==> config.mk <==
export PLATFORM = sky130hd
export DESIGN_NAME = mem_wb_stage
export DESIGN_NICKNAME = d
export VERILOG_FILES = /design/src/rtl/mem_wb_stage.sv
export SDC_FILE = /design/constraint.sdc
export NUM_CORES = 1
export LEC_CHECK = 0
export CORE_MARGIN = 3
export CORE_UTILIZATION = 40
export CTS_CLUSTER_SIZE = 28
export DETAILED_ROUTE_END_ITERATION = 7
export PLACE_DENSITY = 0.75
export SETUP_SLACK_MARGIN = 0.4
export SLEW_MARGIN = 0
export SYNTH_ARGS = -nofsm -noshare
export SYNTH_HDL_FRONTEND = slang
export SYNTH_SLANG_ARGS = --single-unit
==> constraint.sdc <==
create_clock -name clk -period 2 [get_ports clk]
set_input_delay 0.4 -clock clk [delete_from_list [all_inputs] [get_ports clk]]
set_output_delay 0.4 -clock clk [all_outputs]
set_load 0.1 [all_outputs]
==> src/rtl/mem_wb_stage.sv <==
// MEM/WB pipeline register with load-data formatting, register-file write
// port, sticky load-misalignment flag and retired-instruction counter.
module mem_wb_stage #(
  parameter int XLEN = 32
) (
  input  logic            clk,
  input  logic            rst_n,
  input  logic            stall_i,
  input  logic            flush_i,
  input  logic            in_valid,
  input  logic [4:0]      in_rd,
  input  logic            in_regwrite,
  input  logic            in_memtoreg,
  input  logic [XLEN-1:0] in_alu_result,
  input  logic [XLEN-1:0] in_load_data,
  input  logic [2:0]      in_load_type,
  output logic            rf_we,
  output logic [4:0]      rf_waddr,
  output logic [XLEN-1:0] rf_wdata,
  output logic            wb_valid,
  output logic            misalign_err,
  output logic [63:0]     instret
);

  localparam logic [2:0] LT_LB  = 3'b000;
  localparam logic [2:0] LT_LH  = 3'b001;
  localparam logic [2:0] LT_LBU = 3'b100;
  localparam logic [2:0] LT_LHU = 3'b101;

  logic            r_valid;
  logic            r_regwrite;
  logic            r_misalign;
  logic [4:0]      r_rd;
  logic [XLEN-1:0] r_wdata;
  logic            r_misalign_err;
  logic [63:0]     r_instret;

  logic [1:0]      w_off;
  logic [7:0]      w_byte;
  logic [15:0]     w_half;
  logic [XLEN-1:0] w_load_fmt;
  logic            w_misalign;
  logic [XLEN-1:0] w_wdata;
  logic            w_advance;

  assign w_off     = in_alu_result[1:0];
  // The stage moves on (retires its content) unless a stall is holding it.
  assign w_advance = !stall_i || flush_i;

  // Little-endian byte/halfword lane selection, sign/zero extension and misalignment detection.
  always_comb begin
    w_byte     = in_load_data[7:0];
    w_half     = w_off[1] ? in_load_data[31:16] : in_load_data[15:0];
    w_load_fmt = in_load_data;
    w_misalign = 1'b0;
    case (w_off)
      2'd0:    w_byte = in_load_data[7:0];
      2'd1:    w_byte = in_load_data[15:8];
      2'd2:    w_byte = in_load_data[23:16];
      default: w_byte = in_load_data[31:24];
    endcase
    case (in_load_type)
      LT_LB:  w_load_fmt = {{(XLEN-8){w_byte[7]}}, w_byte};
      LT_LBU: w_load_fmt = {{(XLEN-8){1'b0}}, w_byte};
      LT_LH: begin
        w_load_fmt = {{(XLEN-16){w_half[15]}}, w_half};
        w_misalign = w_off[0];
      end
      LT_LHU: begin
        w_load_fmt = {{(XLEN-16){1'b0}}, w_half};
        w_misalign = w_off[0];
      end
      default: begin
        w_load_fmt = in_load_data;
        w_misalign = (w_off != 2'd0);
      end
    endcase
    // Load type is meaningless for non-load instructions.
    if (!in_memtoreg) begin
      w_misalign = 1'b0;
    end
    if (!in_memtoreg) begin
      w_wdata = in_alu_result;
    end else if (w_misalign) begin
      w_wdata = '0;
    end else begin
      w_wdata = w_load_fmt;
    end
  end

  // WB register: flush inserts a bubble, stall holds, otherwise capture MEM outputs.
  always_ff @(posedge clk or negedge rst_n) begin
    if (!rst_n) begin
      r_valid    <= 1'b0;
      r_regwrite <= 1'b0;
      r_misalign <= 1'b0;
      r_rd       <= '0;
      r_wdata    <= '0;
    end else if (flush_i) begin
      r_valid <= 1'b0;
    end else if (!stall_i) begin
      r_valid    <= in_valid;
      r_regwrite <= in_regwrite;
      r_misalign <= w_misalign;
      r_rd       <= in_rd;
      r_wdata    <= w_wdata;
    end
  end

  // Sticky error: latched when a misaligned load leaves the stage; only reset clears it.
  always_ff @(posedge clk or negedge rst_n) begin
    if (!rst_n) begin
      r_misalign_err <= 1'b0;
    end else if (r_valid && r_misalign && w_advance) begin
      r_misalign_err <= 1'b1;
    end
  end

  // Retire counter: one count per valid instruction leaving the stage, wraps naturally.
  always_ff @(posedge clk or negedge rst_n) begin
    if (!rst_n) begin
      r_instret <= '0;
    end else if (r_valid && w_advance) begin
      r_instret <= r_instret + 64'd1;
    end
  end

  assign wb_valid     = r_valid;
  assign rf_we        = r_valid && r_regwrite && (r_rd != 5'd0) && !r_misalign;
  assign rf_waddr     = r_rd;
  assign rf_wdata     = r_wdata;
  assign misalign_err = r_misalign_err;
  assign instret      = r_instret;

endmodule

==> run metrics, run 1 <==
# placed instances 925; Max-Cap Viols 0; Worst-Skew Late Latency 0.35 ns; setup_tns -0.05057 ns; crit path capture type output port; DR WL/cell 20.66 um; die area 14580 um2; initial antenna violation count 0; crit path kind flip-flop to output port; largest net degree at the start of global routing 47; Top Ports 183; Ant. Diodes 0; Mapped Avg Cell Area 9.825 um2; DRC 0; post-synth cell types 48; clock tree buffer depth 2; clk root buf clkbuf_16; slew of the pin with the lowest slew margin 0.6384 ns; gpl congestion 0.9032; unrepaired setup endpoints after global routing true; crit-path max FO 3; total grt overflow 0; Max Clock Skew 0.007801 ns; final antenna-violating net count 0; Design Power 6.508 mW; Num CTS Buffers 9; Post-synth EDFFs 0; commonest cells after routing, fill and taps aside buf_4, clkdlybuf4s50_1, a21oi_1, dfrtp_1, nand2_1; post-route setup slack -0.04673 ns; synthesized flop and latch total 105; Setup crit start kind flip-flop; number of clock sinks 105; Via density 5.631; DR vias 5676; fraction of registers with async set/reset 1.000; most common cell after layout, fill and taps aside buf_4; die height 120.7 um; post-DP HPWL 12970 um; Leak 4.361 nW; endpoints failing setup 2; HP Class input pin to flip-flop; GRT Util Overall 0.2577; Power Density 694.8 nW/um2; Syn Std Cell Area 5266 um2; global-route wire length before repair 29530 um; sequential area share after synthesis 0.4989; Data arrival, critical path 1.65 ns; P&R area growth vs syn 77.86%; CTS clk-pin slew, worst paths 0.07 ns; Most used DFF post-synth dfrtp_1; run status finished, violations left; Rel. slew slack 0.5739; Post-Syn Instances 536; # rows 41; Pre-antenna DRT Iters 5; final non-filler cell total 1008; WL final 20820 um; f_max 0.4886 GHz; core area 12720 um2; CP required 1.60 ns; Final Util 0.7362; Hold Fails Final Rpt 0; Min Clock Period, post-route 2.047 ns; CTS H-tree depth 3; share of cells above drive strength 1 0.5000; VDD IR max 0.6249 mV; IO buf count 182; DR iter-0 viols 485; final net count 911; post-synth net total 616; Tcrit/Tclk final 1.023; starting density of the core 0.4139; Final Instance Area 9366 um2; Yosys warning total 0; CTS tree built; die width 120.7 um; Slew Limit Fails 0; vias in the first global route 5635; violated checks negative setup slack; Placement Cell Area 7899 um2
-- cell usage after synthesis (2+ instances only) --
| master | instances | area share |
|---|---|---|
| nor2_1 | 50 | 0.036 |
| and2_1 | 6 | 0.0071 |
| xor2_1 | 24 | 0.040 |
| inv_1 | 5 | 0.0036 |
| nor3_1 | 8 | 0.0076 |
| nand3_1 | 27 | 0.026 |
| xnor2_1 | 39 | 0.065 |
| mux2i_1 | 3 | 0.0057 |
| mux2_2 | 10 | 0.021 |
| nor4_2 | 3 | 0.0071 |
| clkbuf_1 | 18 | 0.013 |
| and3_1 | 15 | 0.018 |
| a221oi_1 | 4 | 0.0067 |
| and3_2 | 2 | 0.0029 |
| dfrtp_1 | 105 | 0.50 |
| o22ai_1 | 24 | 0.029 |
| nor2b_1 | 2 | 0.0024 |
| and4_1 | 6 | 0.010 |
| nand2b_1 | 4 | 0.0048 |
| nand4_1 | 20 | 0.024 |
| o21ai_0 | 20 | 0.019 |
| buf_2 | 4 | 0.0038 |
| or2_2 | 3 | 0.0036 |
| nand2_1 | 53 | 0.038 |
| a21oi_1 | 56 | 0.053 |
| mux4_2 | 2 | 0.0086 |
| nor4_4 | 2 | 0.0081 |
-- state kept, by name, summed over array words and instances (netlist names) --
signal        flops
misalign_err      1
rf_wdata         32
instret          64
r_regwrite        1
r_misalign        1
rf_waddr          5
wb_valid          1
-- logic make-up after synthesis --
| family | synth area share |
|---|---|
| DFF | 0.4989 |
| and+or+nand+nor | 0.2164 |
| xor gates and xnor gates | 0.1048 |
| muxes | 0.03564 |
| adders and majority gates | 0.002375 |
| AOI/OAI and AO/OA | 0.1193 |
| buffers and inverters | 0.02257 |
-- critical path: stages, from the launching register on --
cell,delay (ns)
dfrtp_2,0.42
or4_4,0.55
nor2_4,0.12
nor3_4,0.05
buf_12,0.16
-- routing by layer --
layer | wire [um] | global-route usage | share of wire | vias up
met5 | 0 | 0 | 0 | -
met4 | 924 | 0.1190 | 0.044 | 0
met3 | 1602 | 0.06501 | 0.077 | 64
met2 | 10800 | 0.4495 | 0.52 | 320
met1 | 7491 | 0.2965 | 0.36 | 2794
li1 | - | - | - | 2498
-- metrics by stage --
stage,hold WS (ns),setup WS (ns)
after floorplan,0.1044,-0.1674
after global placement,0.2770,-0.3395
after detailed placement,0.2775,-0.3901
after CTS,0.3737,-0.06248
after global routing,0.2710,-0.08536
final,0.2557,-0.04673
-- power breakdown --
part           switching [mW]  internal [mW]
logic                    1.70          0.741
clock network           0.786          0.841
registers               0.122           2.32
-- final timing paths --
| kind | cells after the start | slack [ns] | from | to |
|---|---|---|---|---|
| worst max-delay path | 4 | -0.05 | rf_waddr[0]$_DFFE_PN0P_ | rf_we |
| worst min-delay path | 2 | 0.26 | flush_i | wb_valid$_DFFE_PN0N_ |
| worst max register to register | 8 | 0 | instret[15]$_DFFE_PN0P_ | instret[28]$_DFFE_PN0P_ |
| worst min register to register | 1 | 0.48 | instret[63]$_DFFE_PN0P_ | instret[63]$_DFFE_PN0P_ |
| max in group asynchronous | 3 | 0.99 | rst_n | instret[3]$_DFFE_PN0P_ |
| min in group asynchronous | 2 | 0.46 | rst_n | instret[37]$_DFFE_PN0P_ |
-- area by class of cell --
class / instances / area [um2]
repair buffers: 308 / 2983
clock buffers: 12 / 236.5
flip-flops and latches: 105 / 2754
fillers: 830 / 3356
multi-input cells: 401 / 3129
inverters: 6 / 26.28
well taps: 172 / 215.2
clock inverters: 4 / 22.52
-- repair_timing --
action                     in CTS  in global routing
hold endpoints to repair       14                  0
hold buffers                    1                  0
gates cloned                    3                  0
setup endpoints to repair      89                 78
gates resized for setup       114                 54
pin swaps                      59                 43
buffers inserted               43                 20
(Power assumes the default switching activity.)
==> inputs of run 2 (changes only) <==
--- a/config.mk
+++ b/config.mk
@@ -5,6 +5,7 @@
 export SDC_FILE = /design/constraint.sdc
 export NUM_CORES = 1
 export LEC_CHECK = 0
+export CAP_MARGIN = 20
 export CORE_MARGIN = 3
 export CORE_UTILIZATION = 40
 export CTS_CLUSTER_SIZE = 28
==> results of run 2 <==
No change in the layout: final DEF, timing and power equal those of run 1.
==> inputs of run 3 (changes only) <==
--- a/config.mk
+++ b/config.mk
@@ -5,6 +5,7 @@
 export SDC_FILE = /design/constraint.sdc
 export NUM_CORES = 1
 export LEC_CHECK = 0
+export ABC_CLOCK_PERIOD_IN_PS = 2000
 export CAP_MARGIN = 20
 export CORE_MARGIN = 3
 export CORE_UTILIZATION = 40
==> results of run 3 <==
No change in the layout: final DEF, timing and power equal those of run 1.
